--- src/rtl/reg_file_read_if.sv ---
// rtl/reg_file_read_if.sv - write/read bus bundle for the general register file
//
// Signals:
//   we[11:0]     write enables, one per slot (11 AL .. 4 BH, 3 SP, 2 BP, 1 SI, 0 DI)
//   wdata[15:0]  write data
//   rd_req       read request
//   rd_sel[3:0]  register select (0-7 bytes, 8-11 AX..BX, 12-15 SP..DI)
//   rd_sext      sign-extend byte reads
//   rd_stall     consumer not ready to take rd_data
//   rd_ready     request can be accepted this cycle
//   rd_valid     rd_data holds a completed read
//   rd_data      read result
interface reg_file_read_if;
    logic [11:0] we;
    logic [15:0] wdata;
    logic        rd_req;
    logic [3:0]  rd_sel;
    logic        rd_sext;
    logic        rd_stall;
    logic        rd_ready;
    logic        rd_valid;
    logic [15:0] rd_data;

    modport master (
        output we, wdata, rd_req, rd_sel, rd_sext, rd_stall,
        input  rd_ready, rd_valid, rd_data
    );

    modport slave (
        input  we, wdata, rd_req, rd_sel, rd_sext, rd_stall,
        output rd_ready, rd_valid, rd_data
    );
endinterface

--- src/rtl/reg_file_read.sv ---
// rtl/reg_file_read.sv - 8086-style general register file with registered read port
//
// Ports:
//   clk    clock, all state updates on the rising edge
//   rst_n  asynchronous active-low reset
//   bus    reg_file_read_if.slave: write enables/data in, read request/select/
//          sext/stall in, rd_ready/rd_valid/rd_data out
//
// Slot arrays are ordered so that each enable bit indexes its slot directly:
// lo[3..0] = AL,CL,DL,BL (we[11:8]), hi[3..0] = AH,CH,DH,BH (we[7:4]),
// wd[3..0] = SP,BP,SI,DI (we[3:0]). A select's low two bits therefore map to
// slot index ~rd_sel[1:0].
module reg_file_read #(
    parameter logic [15:0] SP_RESET = 16'h0000
) (
    input  logic           clk,
    input  logic           rst_n,
    reg_file_read_if.slave bus
);

    logic [3:0][7:0]  lo_q, lo_n;
    logic [3:0][7:0]  hi_q, hi_n;
    logic [3:0][15:0] wd_q, wd_n;

    logic        rd_valid_q;
    logic [15:0] rd_data_q;
    logic [1:0]  idx;
    logic [7:0]  rd_byte;
    logic [15:0] rd_result;
    logic        hold;
    logic        accept;

    // Next-state slot values; the read path also uses these so a write at the
    // accepting edge is forwarded into the result byte by byte.
    always_comb begin
        lo_n = lo_q;
        hi_n = hi_q;
        wd_n = wd_q;
        for (int i = 0; i < 4; i++) begin
            if (bus.we[8+i]) begin
                lo_n[i] = bus.wdata[7:0];
            end
            // A high byte takes the upper data byte only as part of a pair write;
            // written alone it takes the low data byte.
            if (bus.we[4+i]) begin
                hi_n[i] = bus.we[8+i] ? bus.wdata[15:8] : bus.wdata[7:0];
            end
            if (bus.we[i]) begin
                wd_n[i] = bus.wdata;
            end
        end
    end

    assign idx = ~bus.rd_sel[1:0];

    always_comb begin
        rd_byte   = bus.rd_sel[2] ? hi_n[idx] : lo_n[idx];
        rd_result = 16'h0000;
        case (bus.rd_sel[3:2])
            2'b00, 2'b01: rd_result = bus.rd_sext ? {{8{rd_byte[7]}}, rd_byte}
                                                  : {8'h00, rd_byte};
            2'b10:        rd_result = {hi_n[idx], lo_n[idx]};
            default:      rd_result = wd_n[idx];
        endcase
    end

    assign hold   = rd_valid_q & bus.rd_stall;
    assign accept = bus.rd_req & ~hold;

    always_ff @(posedge clk or negedge rst_n) begin
        if (!rst_n) begin
            lo_q       <= '0;
            hi_q       <= '0;
            wd_q       <= {SP_RESET, 16'h0000, 16'h0000, 16'h0000};
            rd_valid_q <= 1'b0;
            rd_data_q  <= 16'h0000;
        end else begin
            lo_q <= lo_n;
            hi_q <= hi_n;
            wd_q <= wd_n;
            // While held the output is a snapshot: writes to the source slot
            // do not reach it.
            if (!hold) begin
                rd_valid_q <= accept;
                if (accept) begin
                    rd_data_q <= rd_result;
                end
            end
        end
    end

    assign bus.rd_ready = ~hold;
    assign bus.rd_valid = rd_valid_q;
    assign bus.rd_data  = rd_data_q;

endmodule

--- src/flat_wrapper.sv ---
// flat-port wrapper written by rule: the top's interface ports become plain ports
module reg_file_read_flat 
#(
    parameter logic [15:0] SP_RESET = 16'h0000
)
  (clk, rst_n, bus_we, bus_wdata, bus_rd_req, bus_rd_sel, bus_rd_sext, bus_rd_stall, bus_rd_ready, bus_rd_valid, bus_rd_data);
  reg_file_read_if bus_i ();
  input  logic clk;
  input  logic rst_n;
  input wire logic [$bits(bus_i.we)-1:0] bus_we;
  input wire logic [$bits(bus_i.wdata)-1:0] bus_wdata;
  input wire logic [$bits(bus_i.rd_req)-1:0] bus_rd_req;
  input wire logic [$bits(bus_i.rd_sel)-1:0] bus_rd_sel;
  input wire logic [$bits(bus_i.rd_sext)-1:0] bus_rd_sext;
  input wire logic [$bits(bus_i.rd_stall)-1:0] bus_rd_stall;
  output wire logic [$bits(bus_i.rd_ready)-1:0] bus_rd_ready;
  output wire logic [$bits(bus_i.rd_valid)-1:0] bus_rd_valid;
  output wire logic [$bits(bus_i.rd_data)-1:0] bus_rd_data;
  assign bus_i.we = bus_we;
  assign bus_i.wdata = bus_wdata;
  assign bus_i.rd_req = bus_rd_req;
  assign bus_i.rd_sel = bus_rd_sel;
  assign bus_i.rd_sext = bus_rd_sext;
  assign bus_i.rd_stall = bus_rd_stall;
  assign bus_rd_ready = bus_i.rd_ready;
  assign bus_rd_valid = bus_i.rd_valid;
  assign bus_rd_data = bus_i.rd_data;
  reg_file_read #(.SP_RESET(SP_RESET)) u_core (.clk(clk), .rst_n(rst_n), .bus(bus_i));
endmodule
--- config.mk ---
export PLATFORM = sky130hd
export DESIGN_NAME = reg_file_read_flat
export DESIGN_NICKNAME = d
export VERILOG_FILES = /design/src/rtl/reg_file_read_if.sv /design/src/rtl/reg_file_read.sv /design/src/flat_wrapper.sv
export SDC_FILE = /design/constraint.sdc
export NUM_CORES = 1
export LEC_CHECK = 0
export BUFFER_PORTS_ARGS = -buffer_cell sky130_fd_sc_hd__buf_2
export CAP_MARGIN = 30
export CORE_UTILIZATION = 55
export CTS_BUF_LIST = sky130_fd_sc_hd__clkbuf_16
export CTS_CLUSTER_DIAMETER = 40
export DETAILED_ROUTE_END_ITERATION = 12
export PLACE_DENSITY = 0.74
export SYNTH_ARGS = -nofsm -noshare
export SYNTH_HDL_FRONTEND = slang
export SYNTH_SLANG_ARGS = --single-unit
--- constraint.sdc ---
create_clock -name clk -period 2.4 [get_ports clk]
set_input_delay 0.48 -clock clk [delete_from_list [all_inputs] [get_ports clk]]
set_output_delay 0.48 -clock clk [all_outputs]
set_load 0.03 [all_outputs]
# Yosys cells after proc, flatten, opt, wreduce, memory -nomap -nowiden
# Index checks and enable logic that the tools add are counted.
[totals]
word_cells = 49
input_bits = 37
register_bits = 145
[op_classes]
n_eq_ne = 2
n_mux = 25
n_bitwise = 4
order_cmp = 1
n_reduce_logical = 3
[op_table]
columns = ["cell", "n"]
rows = [
  ["$mux 8", 15],
  ["$mux 16", 6],
  ["$bmux 16 s2", 1],
  ["$bmux 8 s2", 2],
  ["$pmux 16 s2", 1],
  ["$lt 2x3->1 const B", 1],
  ["$and 1x1->1", 2],
  ["$eq 2x1->1 const B", 1],
  ["$eq 2x2->1 const B", 1],
  ["$logic_not 2->1", 1],
  ["$not 2->2", 1],
  ["$reduce_and 2->1", 1],
  ["$reduce_or 2->1", 1],
  ["$not 1->1", 1],
]

# Longest topological paths before layout
[logic_depth]
depth_word = 7
depth_mapped = 7

# Least setup slack after synthesis
# No wires, ideal clock.
[synth_timing]
kind = "input port to flip-flop"
start = "input bus_we[1]"
end = "register u_core.rd_data_q[10] (netlist: u_core.bus.rd_data[10])"
t_arrival_ns = 1.820
setup_time_ns = 0.143
path_stages = 6
setup_slack_ns = 0.437
cell_sequence = "buf_2 -> buf_2 -> mux2_2 -> mux4_2 -> o22ai_1 -> a31oi_1"
[synth_rtl]
columns = ["element", "line", "rtl"]
rows = [
  ["start, declared", "flat_wrapper.sv:10", "input wire logic [$bits(bus_i.we)-1:0] bus_we;"],
  ["end signal, assigned", "reg_file_read.sv:86", "rd_data_q <= rd_result;"],
  ["end, declared", "reg_file_read.sv:26", "logic [15:0] rd_data_q;"],
]

==> metrics.md <==
| Metric | Value |
|---|---|
| Leak Pwr | 3.37 nW |
| Clk Latency, worst-skew pair | 420 ps |
| Worst vdd ir | 461 uV |
| Vias in the first global route | 4582 |
| Layout area overhead | 15.7% |
| Filler instances | 889 |
| Routability Congestion | 0.846 |
| Max FO, Critical Path | 12 |
| Initial antenna violation count | 0 |
| H-tree Lvls | 4 |
| TritonCTS clock tree | built |
| Startpoint Class | input port |
| Register area share after synthesis | 0.536 |
| Routed Wire Length | 16500 microns |
| Skew final | 7.76 ps |
| R2R cell count | 4 |
| Worst hold endpoint | u_core.bus.rd_valid$_DFFE_PN0N_ |
| DP HPWL | 11100 microns |
| Crit path kind | in2reg |
| Mapped Cells | 514 |
| Tcrit/Tclk final | 0.795 |
| Largest net degree at the start of global routing | 76 |
| Routed len/inst | 22.8 microns |
| M1 WL | 7190 microns |
| Total grt overflow | 0 |
| Worst EP required | 2660 ps |
| Crit. End Element | flip-flop |
| Setup Viol. Count Final | 0 |
| Setup Fix Bufs, Post-CTS | 0 |
| Core Region | 12000 sq um |
| Final Hold Viols | 0 |
| Vias post-DR | 4488 |
| Dpl cell area | 7200 sq um |
| Max Root-Sink Buffers | 2 |
| Antenna cells | 0 |
| Clock Pin Slew Worst Setup and Hold Paths | 60 ps |
| Worst hold path class | in2reg |
| Cts-stage hold buffer count | 1 |
| Sink Count | 145 |
| Period minus WS final | 1910 ps |
| Share of cells above drive strength 1 | 0.397 |
| Avg Cell Area, Syn | 13.2 sq um |
| Antenna-violating nets left | 0 |
| IO Pins | 55 |
| CTS buffer count | 17 |
| WP data arrival | 2170 ps |
| Synth unique cells | 31 |
| Cts repair resizes | 0 |
| Synthesis Warnings | 0 |
| Clock root buffer | clkbuf_16 |
| Die width | 113 microns |
| Max_slew headroom | 0.471 |
| Max-Cap Viols | 0 |
| Gr usage total | 0.281 |
| DRC | 0 |
| Yosys reg bits | 145 |
| Top layer in use | met4 |
| Largest area contributor in the netlist | dfrtp_1 |
| Post-synthesis net count | 551 |
| Vias per cell | 6.22 |
| Buffers on Ports | 54 |
| Most common cell after layout, fill and taps aside | dfrtp_1 |
| Synthesized area | 6770 sq um |
| Synth area leaders | dfrtp_1, mux2_2, mux4_2 |
| Yosys top cell area share | 0.536 |
| RR Endpoint | u_core.bus.rd_data[12]$_DFFE_PN0P_ |
| Global-route wire length before repair | 26100 microns |
| Flop-to-flop setup slack | 510 ps |
| Cell area after layout | 7830 sq um |
| Reg2reg start | u_core.bus.rd_valid$_DFFE_PN0N_ |
| Unrepaired setup endpoints after global routing | no |
| Final Max Slew Viols | 0 |
| Nets | 600 |
| Router iterations before antenna repair | 5 |
| Status | completed |
| Min-Delay Path Depth | 2 |
| Worst Min Path Start | bus_rd_req |
| Sum Neg Setup Slack | 0 ps |
| Met3 wire length | 991 microns |
| DR WL met2 | 8060 microns |
| Initial core utilization | 0.564 |
| FP Rows | 40 |
| Height of the die | 113 microns |
| Starting DRC count in detailed routing | 404 |
| Most frequent cells in the layout | dfrtp_1, mux2_2, buf_2 |
| Pwr Density | 857 nW/um^2 |
| Die area | 12800 sq um |
| Fmax | 524 MHz |
| Tightest Pin Transition | 791 ps |
==> Yosys cell counts, drive strengths merged <==
library cell    n
nor4b           1
mux2           94
nor3            2
mux4           29
or3b            1
nand4           1
inv             4
o22ai          10
nor2b           2
o221ai          2
nand2          30
buf            29
clkbuf         17
or3             1
dfrtp         145
a21oi          35
nor2           45
a31oi           9
a311oi          1
a22oi           1
clkinv          1
a41oi           6
nand2b          4
mux2i          40
a211oi          1
and2            3
==> power breakdown <==
part           total, W  internal [W]  switching (W)
clock network   0.00281       0.00181       0.000995
logic           0.00108      0.000465       0.000614
registers       0.00282       0.00272       0.000106
total           0.00671       0.00500        0.00171
==> worst max-delay path, cell delays in order <==
cell and delay [ps]:
buf_2 350, mux2i_1 230, a21oi_1 100, mux2_2 310
o221ai_2 510, a31oi_1 180
==> metrics by stage <==
stage                      util  std cells  setup slack, ps  total power (W)  hold WS [ps]
after floorplan               -        514              437          0.00357           184
after global placement    0.600        690              171          0.00389           407
after detailed placement  0.600        690             91.8          0.00394           415
after CTS                 0.652        722              520          0.00673           258
after global routing      0.652        722              321          0.00693           269
final                     0.652        722              493          0.00671           275
==> area by class of cell <==
type                       count  area [sq um]  share of cell area
clock inverter                14           195              0.0249
clock buffer                  17           425              0.0543
timing repair buffer          76           494              0.0631
tap                          147           184              0.0235
inverter                       5          18.8             0.00240
multi-input combinational    318          2890               0.369
sequential                   145          3630               0.463
==> per-layer routing <==
layer | up-vias | GRT usage
li1 | 1951 | -
met1 | 2349 | 0.380
met2 | 169 | 0.447
met3 | 19 | 0.0745
met4 | 0 | 0.0912
met5 | - | 0
==> flip-flops by register name (all words and copies together) (netlist names) <==
| signal | cells |
|---|---|
| u_core.bus.rd_data | 16 |
| u_core.bus.rd_valid | 1 |
| u_core.hi_q | 32 |
| u_core.lo_q | 32 |
| u_core.wd_q | 64 |
==> how the worst max path moves through the flow <==
stage / to / startpoint / depth (start not counted) / slack (ps)
detailed placement: u_core.bus.rd_data[13]$_DFFE_PN0P_ / bus_we[11] / 6 / 90
CTS: u_core.bus.rd_data[13]$_DFFE_PN0P_ / bus_we[11] / 6 / 520
floorplan: u_core.bus.rd_data[10]$_DFFE_PN0P_ / bus_we[1] / 6 / 440
global placement: u_core.bus.rd_data[13]$_DFFE_PN0P_ / bus_we[11] / 6 / 170
finish: u_core.bus.rd_data[12]$_DFFE_PN0P_ / bus_we[11] / 6 / 490
global route: u_core.bus.rd_data[12]$_DFFE_PN0P_ / u_core.bus.rd_valid$_DFFE_PN0N_ / 4 / 320
==> logic make-up (layout without fill, tap and decap cells) <==
| group | Yosys count | count (layout) | share of synthesized area |
|---|---|---|---|
| muxes | 163 | 163 | 0.312 |
| and+or+nand+nor | 90 | 90 | 0.0558 |
| DFF | 145 | 145 | 0.536 |
| buffers and inverters | 51 | 112 | 0.0377 |
| AOI/OAI and AO/OA | 65 | 65 | 0.0588 |
No activity file was read; power rests on OpenSTA's default activity.
